==> config.mk <==
export PLATFORM = sky130hd
export DESIGN_NAME = recv_logic
export DESIGN_NICKNAME = d
export VERILOG_FILES = /design/src/rtl/recv_logic.sv
export SDC_FILE = /design/constraint.sdc
export NUM_CORES = 1
export LEC_CHECK = 0
export ABC_CLOCK_PERIOD_IN_PS = 5610
export BUFFER_PORTS_ARGS = -buffer_cell sky130_fd_sc_hd__buf_2
export CAP_MARGIN = 25
export CELL_PAD_IN_SITES_DETAIL_PLACEMENT = 0
export CELL_PAD_IN_SITES_GLOBAL_PLACEMENT = 2
export CORE_MARGIN = 3
export CORE_UTILIZATION = 25
export DETAILED_ROUTE_END_ITERATION = 8
export GPL_ROUTABILITY_DRIVEN = 0
export PLACE_DENSITY = 0.91
export SYNTH_ARGS = -nofsm -noshare
export SYNTH_HDL_FRONTEND = slang
export SYNTH_SLANG_ARGS = --single-unit
==> constraint.sdc <==
create_clock -name clk -period 5.61 [get_ports clk]
set_input_delay 0.8415 -clock clk [delete_from_list [all_inputs] [get_ports clk]]
set_output_delay 0.8415 -clock clk [all_outputs]
set_load 0.05 [all_outputs]
==> src/rtl/recv_logic.sv <==
// ---------------------------------------------------------------------------
// recv_logic
//
// Receives one pixel buffer at a time from a set of first-word-fall-through
// FIFOs. A buffer begins when all four control FIFOs (size, pivot, median
// position, second-median value) hold a word. Those four words are popped
// together and latched. Pixels are then popped one by one and written to a
// local buffer, addressed 0..size-1. When the buffer is complete the block
// raises result_valid and holds its outputs until result_ack is seen.
//
// Optional feature (macro RECV_PIVOT_STATS_EN):
//   When defined, each received pixel is compared (unsigned) against the
//   latched pivot, and the result is tallied in lt_count, eq_count or
//   gt_count. When undefined, all three counts are tied to 0.
//
// Ports
//   clk, rst                  clock; asynchronous active-high reset
//   recv_px*                  pixel FIFO: data, empty flag, pop
//   recv_pivot*               pivot FIFO
//   recv_buff_size*           buffer size FIFO (values above BUFF_SIZE are clamped)
//   recv_median_pos*          median position FIFO
//   recv_second_median_value* second-median FIFO
//   buf_wr/buf_addr/buf_data  local pixel buffer write port
//   lt/eq/gt_count            number of pixels below, equal to, above the pivot
//   *_q                       control words latched for the current buffer
//   result_valid, result_ack  completion handshake
//   receiving                 high while pixels are being collected
// ---------------------------------------------------------------------------
module recv_logic #(
   parameter int BUFF_SIZE     = 32,
   parameter int BUFF_SIZE_BIT = $clog2(BUFF_SIZE) + 1,
   parameter int PX_WIDTH      = 8
) (
   input  logic                     clk,
   input  logic                     rst,

   input  logic [PX_WIDTH-1:0]      recv_px,
   input  logic                     recv_px_empty,
   output logic                     recv_px_rd,

   input  logic [PX_WIDTH-1:0]      recv_pivot,
   input  logic                     recv_pivot_empty,
   output logic                     recv_pivot_rd,

   input  logic [BUFF_SIZE_BIT-1:0] recv_buff_size,
   input  logic                     recv_buff_size_empty,
   output logic                     recv_buff_size_rd,

   input  logic [BUFF_SIZE_BIT-1:0] recv_median_pos,
   input  logic                     recv_median_pos_empty,
   output logic                     recv_median_pos_rd,

   input  logic [PX_WIDTH-1:0]      recv_second_median_value,
   input  logic                     recv_second_median_value_empty,
   output logic                     recv_second_median_value_rd,

   output logic                     buf_wr,
   output logic [BUFF_SIZE_BIT-1:0] buf_addr,
   output logic [PX_WIDTH-1:0]      buf_data,

   output logic [BUFF_SIZE_BIT-1:0] lt_count,
   output logic [BUFF_SIZE_BIT-1:0] eq_count,
   output logic [BUFF_SIZE_BIT-1:0] gt_count,

   output logic [PX_WIDTH-1:0]      pivot_q,
   output logic [BUFF_SIZE_BIT-1:0] buff_size_q,
   output logic [BUFF_SIZE_BIT-1:0] median_pos_q,
   output logic [PX_WIDTH-1:0]      second_median_value_q,

   output logic                     result_valid,
   input  logic                     result_ack,
   output logic                     receiving
);

   typedef enum logic [1:0] {
      IDLE = 2'd0,
      RECV = 2'd1,
      DONE = 2'd2
   } state_t;

   localparam logic [BUFF_SIZE_BIT-1:0] SIZE_MAX = BUFF_SIZE_BIT'(BUFF_SIZE);
   localparam logic [BUFF_SIZE_BIT-1:0] ONE      = BUFF_SIZE_BIT'(1);

   state_t                   state;
   state_t                   state_next;
   logic [BUFF_SIZE_BIT-1:0] idx;
   logic [BUFF_SIZE_BIT-1:0] idx_next;
   logic [BUFF_SIZE_BIT-1:0] size_clamped;
   logic                     ctrl_ready;
   logic                     ctrl_pop;
   logic                     px_pop;
   logic                     last_px;

   // Oversized requests are truncated so the buffer can never be overrun.
   assign size_clamped = (recv_buff_size > SIZE_MAX) ? SIZE_MAX : recv_buff_size;

   assign ctrl_ready = ~recv_buff_size_empty & ~recv_pivot_empty &
                       ~recv_median_pos_empty & ~recv_second_median_value_empty;

   // Only evaluated in RECV, where buff_size_q is known to be non-zero.
   assign last_px = (idx == (buff_size_q - ONE));

   // ------------------------------------------------------------------
   // State register and per-buffer registers
   // ------------------------------------------------------------------
   always_ff @(posedge clk or posedge rst) begin
      if (rst) begin
         state                 <= IDLE;
         idx                   <= '0;
         pivot_q               <= '0;
         buff_size_q           <= '0;
         median_pos_q          <= '0;
         second_median_value_q <= '0;
      end else begin
         state <= state_next;
         idx   <= idx_next;
         if (ctrl_pop) begin
            pivot_q               <= recv_pivot;
            buff_size_q           <= size_clamped;
            median_pos_q          <= recv_median_pos;
            second_median_value_q <= recv_second_median_value;
         end
      end
   end

   // ------------------------------------------------------------------
   // Next-state and pop decode
   // ------------------------------------------------------------------
   always_comb begin
      state_next = state;
      idx_next   = idx;
      ctrl_pop   = 1'b0;
      px_pop     = 1'b0;

      case (state)
         IDLE: begin
            if (ctrl_ready) begin
               ctrl_pop   = 1'b1;
               idx_next   = '0;
               // An empty buffer completes immediately without touching pixels.
               state_next = (size_clamped == '0) ? DONE : RECV;
            end
         end
         RECV: begin
            if (!recv_px_empty) begin
               px_pop = 1'b1;
               if (last_px) begin
                  idx_next   = '0;
                  state_next = DONE;
               end else begin
                  idx_next = idx + ONE;
               end
            end
         end
         DONE: begin
            // Control FIFOs are deliberately not looked at here, so the next
            // set is popped no earlier than the first IDLE cycle.
            if (result_ack) begin
               state_next = IDLE;
            end
         end
         default: begin
            state_next = IDLE;
         end
      endcase

      // Pops must not leak out while reset holds the state machine.
      if (rst) begin
         ctrl_pop = 1'b0;
         px_pop   = 1'b0;
      end
   end

   assign recv_buff_size_rd           = ctrl_pop;
   assign recv_pivot_rd               = ctrl_pop;
   assign recv_median_pos_rd          = ctrl_pop;
   assign recv_second_median_value_rd = ctrl_pop;
   assign recv_px_rd                  = px_pop;

   assign buf_wr   = px_pop;
   assign buf_addr = idx;
   assign buf_data = recv_px;

   assign result_valid = (state == DONE);
   assign receiving    = (state == RECV);

   // ------------------------------------------------------------------
   // Pivot statistics
   // ------------------------------------------------------------------
`ifdef RECV_PIVOT_STATS_EN
   logic [BUFF_SIZE_BIT-1:0] lt_cnt;
   logic [BUFF_SIZE_BIT-1:0] eq_cnt;
   logic [BUFF_SIZE_BIT-1:0] gt_cnt;

   always_ff @(posedge clk or posedge rst) begin
      if (rst) begin
         lt_cnt <= '0;
         eq_cnt <= '0;
         gt_cnt <= '0;
      end else if (ctrl_pop) begin
         lt_cnt <= '0;
         eq_cnt <= '0;
         gt_cnt <= '0;
      end else if (px_pop) begin
         if (recv_px < pivot_q) begin
            lt_cnt <= lt_cnt + ONE;
         end else if (recv_px == pivot_q) begin
            eq_cnt <= eq_cnt + ONE;
         end else begin
            gt_cnt <= gt_cnt + ONE;
         end
      end
   end

   assign lt_count = lt_cnt;
   assign eq_count = eq_cnt;
   assign gt_count = gt_cnt;
`else
   assign lt_count = '0;
   assign eq_count = '0;
   assign gt_count = '0;
`endif

endmodule

==> impl_metrics.toml <==
[timing]
final_total_negative_setup_slack_ns = 0
fin_crit_sh_pct = 62.37
setup_violations = 0
setup_repair_after_global_routing_missed_its_margin = "no"
fin_crit_ns = 3.499
report.final.slew_viol_count = 0
tightestPinTransition_ns = 0.5443
fmax_ghz = 0.2858
timing_hold_violations_final = 0
timing.max_slew.rel_slack_pct = 63.38
finClkSkew_ns = 0.008293

[drt]
detailroute.via_count = 1680
detail_route.first_pass.iterations = 4
route.antenna.remaining_nets = 0
drtIter0Drc = 72
drc = 0
vias_per_cell = 4.211
wl_per_cell_um = 12.27
finalWirelength_um = 4894

[finish]
fillerInstances = 814
finalCoreUtilization_pct = 31.97
syn_to_final_growth_pct = 20.01
post_route_cells_drive_above_1_share_pct = 31.00
antenna_cells_inserted = 0
final_cells = 399
nNetsFinal = 345

[pwr]
leakagePower_nw = 1.306
vdd_drop_max_mv = 0.2047
power.density_cell_area_mw_per_mm2 = 570.0

[grt]
grt_first_pass_wirelength_um = 8204
grt_use_total_pct = 11.44
antenna_violations_before_repair = 0
grt_remaining_overflow = 0
grt_max_degree = 37
first_global_vias = 1728

[yosys]
postSynthRegisterBits = 36
average_cell_area_after_synthesis_um2 = 8.523
post-synth-top-area-fraction_pct = 45.17
post_synth_instance_area_mm2 = 0.001994
synth-seq-area-share_pct = 45.17
synth_top_cells_by_area = "dfrtp_1, nand2_1, buf_4"
post-synth-top-area-cell = "dfrtp_1"
syn_inst_count = 234
synth.lib_cells_used.distinct = 39
ys.warnings.count = 0

[worst_setup_path]
worst-endpoint-required_ns = 4.77
worst_setup_ep_type = "primary output"
cp_slowest_stage_delay_ns = 0.55
critical_path_buf_inv_count = 4
cp_top_family = "simple AND/OR/NAND/NOR gates"
crit_path_dat_ns = 2.66
worstPathCellList = "buf_2 > or4_4 > or4_1 > buf_4 > clkinv_4 > buf_2"
start_kind = "primary input"
cp_common_cell = "buf_2"
timing_worst_setup_path_type = "primary input to primary output"
worst-path-max-fanout = 34
master_of_the_slowest_instance_on_the_critical_path = "or4_4"

[cts]
postCtsSetupRepairBufs = 0
clock_tree.buffer_depth = 2
cts_inserted_buffers = 5
clock_latency_ns = 0.28
cts.repair.resized = 0
cts.reportedPaths.clkPinSlew_ns = 0.07
cts-hold-fix-buffers = 0
cts.root.buffer_cell = "clkbuf_8"
cts.sinks = 36
tritoncts_clock_tree = "yes"
htreeDepth = 2

[floorplanning]
core-area_mm2 = 0.007486
die_w_um = 95.32
die-area_mm2 = 0.009085
die_h_um = 95.32
core.rowCount = 31
io-pin-count = 112
initial_core_util_pct = 26.64

[min_path]
min_path_type = "flop to flop"

[placed_design]
hpwlAfterDp_um = 3690
cell_count_after_placement = 391
place.port_buffers = 77

[status]
outcome = "complete, no violations"

[job]
max_cap_violations = 0
-- registers in the layout, summed over array words and instances, names as in the netlist --
signal                 cells
buf_addr                   6
buff_size_q                6
median_pos_q               6
pivot_q                    8
second_median_value_q      8
state                      2
-- cell usage in the layout, fill, tap and decap left out, types with 2 or more instances in the layout --
master / synthesis / routed
clkbuf_8: 0 / 6
o21bai_1: 2 / 2
buf_2: 3 / 77
nor2_1: 7 / 7
nand2_1: 82 / 82
inv_1: 6 / 6
o31ai_1: 3 / 3
nand3_1: 4 / 4
xnor2_1: 4 / 4
a32oi_1: 2 / 2
o21ai_1: 5 / 5
ha_1: 2 / 2
nor2b_1: 3 / 3
a31o_2: 2 / 2
a21oi_1: 3 / 3
clkinv_2: 0 / 2
buf_4: 30 / 2
nand2b_1: 8 / 8
a211oi_1: 2 / 2
xor2_1: 2 / 2
nor3_1: 4 / 4
dfrtp_1: 36 / 36
o21ai_0: 3 / 3
conb_1: 1 / 18
-- final timing paths --
kind | slack (ns) | end | depth (start not counted) | startpoint
min in group asynchronous | 0.67 | state[1] | 3 | rst
worst max-delay path | 2.11 | recv_buff_size_rd | 6 | recv_pivot_empty
max in group asynchronous | 4.60 | pivot_q[6] | 3 | rst
worst min register to register | 0.47 | second_median_value_q[0] | 2 | second_median_value_q[0]
worst min-delay path | 0.47 | second_median_value_q[0] | 2 | second_median_value_q[0]
worst max register to register | 3.26 | buf_addr[4] | 7 | buff_size_q[0]
-- worst min-delay path: stages (launching register included) --
cell and delay [ns]:
dfrtp_1 0.34, nand2_1 0.05, nand2_1 0.05
-- final cells by class --
| type | instances | area [um2] | share of cell area, % |
|---|---|---|---|
| inverter | 7 | 31.28 | 1.307 |
| clock inverter | 2 | 10.01 | 0.4182 |
| tap | 99 | 123.9 | 5.175 |
| multi-input combinational | 170 | 844.6 | 35.28 |
| sequential | 36 | 900.9 | 37.64 |
| clock buffer | 6 | 82.58 | 3.450 |
| timing repair buffer | 79 | 400.4 | 16.73 |
-- routing by layer --
| layer | part of all wire, % | wire length, um | track usage (%) | up-vias |
|---|---|---|---|---|
| li1 | - | - | - | 840 |
| met1 | 42 | 2047 | 13.28 | 775 |
| met2 | 49 | 2391 | 19.88 | 57 |
| met3 | 8.0 | 391 | 3.788 | 8 |
| met4 | 1.3 | 64 | 3.486 | 0 |
| met5 | 0 | 0 | 0 | - |
-- per-stage QoR --
step / hold WS, ns / setup slack (ns) / power [mW] / instance area (um2)
floorplan: 0.5103 / 1.934 / 1.034 / 2058
global placement: 0.4533 / 2.106 / 1.175 / 2301
detailed placement: 0.4585 / 2.078 / 1.185 / 2301
CTS: 0.4759 / 2.076 / 1.382 / 2394
global route: 0.4946 / 1.993 / 1.465 / 2394
finish: 0.4674 / 2.111 / 1.364 / 2394
-- Yosys cell counts --
| master | n |
|---|---|
| and2_1 | 1 |
| ha_1 | 2 |
| a221o_1 | 1 |
| clkbuf_1 | 2 |
| nor3_1 | 4 |
| nor4_1 | 1 |
| buf_2 | 3 |
| o21ai_0 | 3 |
| buf_6 | 3 |
| nand2b_1 | 8 |
| or4_4 | 1 |
| xnor2_1 | 4 |
| a32oi_1 | 2 |
| o21ai_1 | 5 |
| conb_1 | 1 |
| clkinv_4 | 1 |
| nor2b_1 | 3 |
| inv_1 | 6 |
| nor2_1 | 7 |
| a21oi_1 | 3 |
| or3b_2 | 1 |
| o21bai_1 | 2 |
| buf_4 | 30 |
| nand3_1 | 4 |
| o311ai_0 | 1 |
| or4_1 | 1 |
| a31o_1 | 1 |
| nand4b_1 | 1 |
| a31o_2 | 2 |
| xor2_1 | 2 |
| or2_2 | 1 |
| o32ai_1 | 1 |
| dfrtp_1 | 36 |
| a31oi_1 | 1 |
| a211oi_1 | 2 |
| a21o_1 | 1 |
| nand2_1 | 82 |
| nor4b_1 | 1 |
| o31ai_1 | 3 |
-- power by group --
part	leakage [nW]	switching (mW)	internal [mW]
registers	0.459	0.0856	0.352
logic	0.796	0.547	0.190
clock network	0.0510	0.0915	0.0980
total	1.31	0.724	0.640
-- kinds of logic (layout without fill, tap and decap cells) --
group,Yosys count,in the layout,share of synthesized area [%]
AND/OR/NAND/NOR,116,116,25.41
buffers and inverters,45,94,15.68
flip-flops,36,36,45.17
AO/OA/AOI/OAI,28,28,9.661
XOR/XNOR,6,6,2.635
adder cells (fa/ha/maj),2,2,1.255
other,1,18,0.1880
(Power assumes the default switching activity.)
